File: src/rtl/mac_multiplier_pkg.sv
// Shared width constants for the divider / multiply-accumulate pair.
// Both blocks size themselves from these constants so their widths stay aligned.
package mac_multiplier_pkg;

    localparam int unsigned DIV_M = 26;
    localparam int unsigned DIV_N = 14;

    // Iteration counter width; never narrower than one bit.
    function automatic int unsigned cnt_width(input int unsigned n);
        return (n > 1) ? $clog2(n) : 1;
    endfunction

endpackage

File: src/rtl/mac_multiplier_step.sv
// One shift-and-add iteration: conditionally add the shifted multiplicand,
// then advance the multiplicand and multiplier by one bit position.
module mac_multiplier_step #(
    parameter int unsigned P = 40,
    parameter int unsigned N = 14
) (
    input  logic [P-1:0] acc,
    input  logic [P-1:0] mc,
    input  logic [N-1:0] mr,
    output logic [P-1:0] acc_nxt_c,
    output logic [P-1:0] mc_nxt_c,
    output logic [N-1:0] mr_nxt_c
);

    always_comb begin
        acc_nxt_c = acc;
        if (mr[0]) begin
            acc_nxt_c = acc + mc;
        end
        mc_nxt_c = mc << 1;
        mr_nxt_c = mr >> 1;
    end

endmodule

File: src/rtl/mac_multiplier.sv
// Sequential multiply-accumulate: product = multiplicand * multiplier + addend,
// one multiplier bit per clock, en / multiplier_ok handshake like the divider.
module mac_multiplier
    import mac_multiplier_pkg::*;
#(
    parameter int unsigned M = DIV_M,
    parameter int unsigned N = DIV_N
) (
    input  logic             clk,
    input  logic             rst,
    input  logic             en,
    input  logic [M-1:0]     multiplicand,
    input  logic [N-1:0]     multiplier,
    input  logic [N-1:0]     addend,
    output logic [M+N-1:0]   product,
    output logic             multiplier_ok
);

    localparam int unsigned P  = M + N;
    localparam int unsigned CW = cnt_width(N);

    typedef enum logic [1:0] {
        IDLE = 2'd0,
        BUSY = 2'd1,
        DONE = 2'd2
    } state_t;

    state_t          state;
    logic [P-1:0]    acc;
    logic [P-1:0]    mc_r;
    logic [N-1:0]    mr_r;
    logic [CW-1:0]   cnt;

    logic [P-1:0]    acc_nxt_c;
    logic [P-1:0]    mc_nxt_c;
    logic [N-1:0]    mr_nxt_c;

    mac_multiplier_step #(
        .P (P),
        .N (N)
    ) u_step (
        .acc       (acc),
        .mc        (mc_r),
        .mr        (mr_r),
        .acc_nxt_c (acc_nxt_c),
        .mc_nxt_c  (mc_nxt_c),
        .mr_nxt_c  (mr_nxt_c)
    );

    // Accumulator is internal; product is only loaded on the completion edge.
    always_ff @(posedge clk) begin
        if (rst) begin
            state         <= IDLE;
            acc           <= '0;
            mc_r          <= '0;
            mr_r          <= '0;
            cnt           <= '0;
            product       <= '0;
            multiplier_ok <= 1'b0;
        end else begin
            case (state)
                IDLE: begin
                    if (en) begin
                        mc_r  <= P'(multiplicand);
                        mr_r  <= multiplier;
                        acc   <= P'(addend);
                        cnt   <= '0;
                        state <= BUSY;
                    end
                end
                BUSY: begin
                    acc  <= acc_nxt_c;
                    mc_r <= mc_nxt_c;
                    mr_r <= mr_nxt_c;
                    cnt  <= cnt + CW'(1);
                    if (cnt == CW'(N - 1)) begin
                        product       <= acc_nxt_c;
                        multiplier_ok <= 1'b1;
                        state         <= DONE;
                    end
                end
                DONE: begin
                    // No automatic restart: en must drop before a new operation.
                    if (!en) begin
                        multiplier_ok <= 1'b0;
                        state         <= IDLE;
                    end
                end
                default: begin
                    state         <= IDLE;
                    multiplier_ok <= 1'b0;
                end
            endcase
        end
    end

endmodule

File: config.mk
export PLATFORM = sky130hd
export DESIGN_NAME = mac_multiplier
export DESIGN_NICKNAME = d
export VERILOG_FILES = /design/src/rtl/mac_multiplier_pkg.sv /design/src/rtl/mac_multiplier_step.sv /design/src/rtl/mac_multiplier.sv
export SDC_FILE = /design/constraint.sdc
export NUM_CORES = 1
export LEC_CHECK = 0
export CORE_AREA = 2 2 124 126
export DETAILED_ROUTE_END_ITERATION = 10
export DIE_AREA = 0 0 126 128
export PLACE_DENSITY = 0.84
export SETUP_SLACK_MARGIN = 0.4
export SYNTH_ARGS = -nofsm -noshare
export SYNTH_HDL_FRONTEND = slang
export SYNTH_SLANG_ARGS = --single-unit
File: constraint.sdc
create_clock -name clk -period 3.3 [get_ports clk]
set_input_delay 0.495 -clock clk [delete_from_list [all_inputs] [get_ports clk]]
set_output_delay 0.495 -clock clk [all_outputs]
set_load 0.02 [all_outputs]
==> results.py <==
metrics = {
    "run_status": {
        "status": "completed",
    },
    "power_and_ir_drop": {
        "ir_drop_v": 0.000339,
        "swShare": 0.266,
        "pwr-share-clk": 0.443,
        "p_seq_frac": 0.409,
        "powerDensity_mw_per_mm2": 439,
        "p_int_uw": 3290,
        "power_leakage_uw": 0.00411,
        "switching_power_uw": 1190,
        "power.total_uw": 4480,
        "pwr-share-comb": 0.147,
    },
    "cts": {
        "cts-buffers-inserted": 17,
        "h-tree-depth": 4,
        "cts_buffer_depth": 2,
        "cts_tree": "built",
        "clock_sinks": 141,
        "clk_latency_ps": 430,
        "cts_hold_buf": 0,
        "cts.clk_slew.worst_paths_ps": 60,
        "root_buffer": "clkbuf_16",
    },
    "route": {
        "vias": 8230,
        "firstDrtPassIters": 8,
        "avgRoutedWirePerCell_um": 18.2,
        "drc": 0,
        "drt_iter0_drc": 1098,
        "drt_wl_total_um": 24500,
        "drtAntennaViolNets": 0,
        "viasPerCell": 6.10,
    },
    "synthesis": {
        "synth_edf_count": 0,
        "syn_area_mm2": 0.00804,
        "ys_ff_latch": 141,
        "synth_nets": 1169,
        "yosys-top-cells-count": "151 x a21oi_1, 141 x dfxtp_1, 140 x nor2_1",
        "synthDistinctLibCells": 55,
        "synthTopCellsByArea": "dfxtp_1 35%, a21oi_1 9.4%, o21ai_0 6.6%",
        "synthArstFlopShare": 0,
        "yosys_warnings": 0,
        "synth_flop_cell": "dfxtp_1",
        "synth_top_area_frac": 0.351,
        "syn_area_per_cell_um2": 7.52,
        "ys_seq_area_frac": 0.351,
        "synth_area_leader_cell": "dfxtp_1",
        "yosysMostFrequentCell": "a21oi_1",
        "syn_inst": 1070,
    },
    "sta": {
        "tns_ps": 0,
        "rsz0062_at_grt": "true",
        "skew_ps": 9.33,
        "drv_slew": 0,
        "fmax_ghz": 0.341,
        "hold_viol": 0,
        "finalCriticalPeriod_ps": 2940,
        "tightest_slew_ps": 1370,
        "setup_viol": 0,
        "period_share": 0.890,
        "slew_headroom": 0.0860,
    },
    "critical_path": {
        "cp.arrival_ps": 3290,
        "max_stage_delay_ps": 410,
        "crit_slowest_cell": "dfxtp_1",
        "required_ps": 3660,
        "worstPathMaxFanout": 5,
        "critPathKind": "register to register",
        "end_kind": "register",
        "cp_cell_sequence": "ha_1 -> a21oi_1 -> o21a_1 -> o21ai_0 -> a21o_1 -> a221o_1 -> a21oi_2 -> o41ai_4 -> xor2_1 -> nand2_1 -> or3_1 -> a31oi_1",
        "rr_worst_depth": 12,
        "crit_path_start_kind": "register",
    },
    "placement": {
        "place_area_mm2": 0.00918,
        "dpl.hpwl_um": 15500,
        "port_buffers": 97,
        "gp_congestion": 0.949,
    },
    "die": {
        "dieArea_mm2": 0.0161,
        "io-pin-count": 98,
        "start_util": 0.541,
        "coreArea_mm2": 0.0149,
        "die_w_um": 126,
        "die_h_um": 128,
        "rows": 45,
    },
    "global_route": {
        "antenna_found_initial": 0,
        "grt_max_degree": 74,
        "grtUsageTotal": 0.297,
        "grt_pass1_wl_um": 39100,
        "overflow": 0,
        "grt_pass1_vias": 7985,
    },
    "hold_path": {
        "worstHoldPathType": "register to register",
        "hold_depth": 2,
    },
    "cells_and_area": {
        "finalNetCount": 1248,
        "n_antenna_cell": 0,
        "final_area_mm2": 0.0102,
        "layout-area-overhead-vs-synth_pct": 27.0,
        "drive_gt1_frac": 0.129,
    },
    "job": {
        "max_cap_violations": 0,
    },
}
-- layout make-up --
cell class	instances	area (µm²)
Tap cell	188	235
Fill cell	1206	4650
Sequential cell	141	2840
Multi-Input combinational cell	804	5070
Clock buffer	21	470
Timing Repair Buffer	137	1280
Inverter	48	180
Clock inverter	11	140
-- layout by cell type, fill, tap and decap left out, types with 4 or more instances in the layout --
cell,Yosys,final
o21ai_0,106,97
buf_4,0,39
nand4_1,10,10
or3_1,7,7
nor2_1,140,138
xnor2_2,0,6
mux2i_1,6,6
nand2_1,118,116
ha_1,41,31
o21a_1,7,5
clkinvlp_4,0,4
a22oi_1,21,21
mux2_2,12,12
a21oi_2,1,9
clkinv_2,0,4
inv_1,46,45
nor3_1,8,7
ha_4,0,7
dfxtp_2,0,12
nand2b_1,5,5
xnor2_1,22,16
a31oi_1,8,6
a222oi_1,12,12
a21oi_1,151,143
clkbuf_16,0,17
clkdlybuf4s50_1,0,95
dfxtp_1,141,129
nand3_1,13,13
a22o_1,13,13
a211oi_1,25,24
and3_1,5,4
xor2_1,15,13
a21o_1,19,19
o21ai_1,1,7
-- cell families after synthesis --
kind of cell | share of synthesized area
AND/OR/NAND/NOR | 0.161
XOR/XNOR | 0.0403
adder cells (fa/ha/maj) | 0.0663
flip-flops | 0.351
AO/OA/AOI/OAI | 0.298
buffers and inverters | 0.0593
multiplexers | 0.0243
-- power by group through the flow --
stage               registers, µW  logic, µW  clock network [µW]
detailed placement           1860        598                   0
floorplan                    1840        409                   0
CTS                          1830        631                2000
global placement             1860        591                   0
global route                 1840        724                2060
finish                       1840        661                1990
-- stage by stage --
step | cells | util | setup slack [ps] | hold slack (ps)
floorplan | 1070 | - | 397 | 447
global placement | 1300 | 0.618 | 161 | 445
detailed placement | 1300 | 0.618 | 134 | 449
CTS | 1345 | 0.674 | 340 | 458
global route | 1350 | 0.687 | 216 | 486
finish | 1350 | 0.687 | 364 | 456
-- worst paths after layout --
| path | start | endpoint | slack, ps |
|---|---|---|---|
| setup / recovery | mc_r[24] | acc[39] | 360 |
| hold / removal | product[13] | product[13] | 460 |
| setup reg to reg | mc_r[24] | acc[39] | 360 |
| hold reg to reg | product[13] | product[13] | 460 |
-- worst max-delay path: cells and delay by family, from the launching register on --
family	cells	cell delay, ps
fa+ha+maj	1	330
flops	1	410
compound gates	8	1510
xor+xnor	1	150
simple gates	2	470
-- registers in the layout (all words and copies together), names as in the netlist --
| register | cells |
|---|---|
| mc_r | 40 |
| state | 2 |
| multiplier_ok | 1 |
| cnt | 4 |
| product | 40 |
| acc | 40 |
| mr_r | 14 |
-- per-layer routing --
layer | wire (µm) | global-route usage | vias up
li1 | - | - | 3948
met1 | 10200 | 0.365 | 3838
met2 | 11700 | 0.504 | 373
met3 | 1810 | 0.0597 | 71
met4 | 838 | 0.136 | 0
met5 | 0 | 0 | -
-- timing repair --
| item | CTS | global route |
|---|---|---|
| pin swaps | 19 | 19 |
| endpoints found under the hold margin | 0 | 0 |
| setup buffers | 13 | 5 |
| setup endpoints to repair | 28 | 35 |
| gates resized for setup | 31 | 41 |
(Power assumes the default switching activity.)
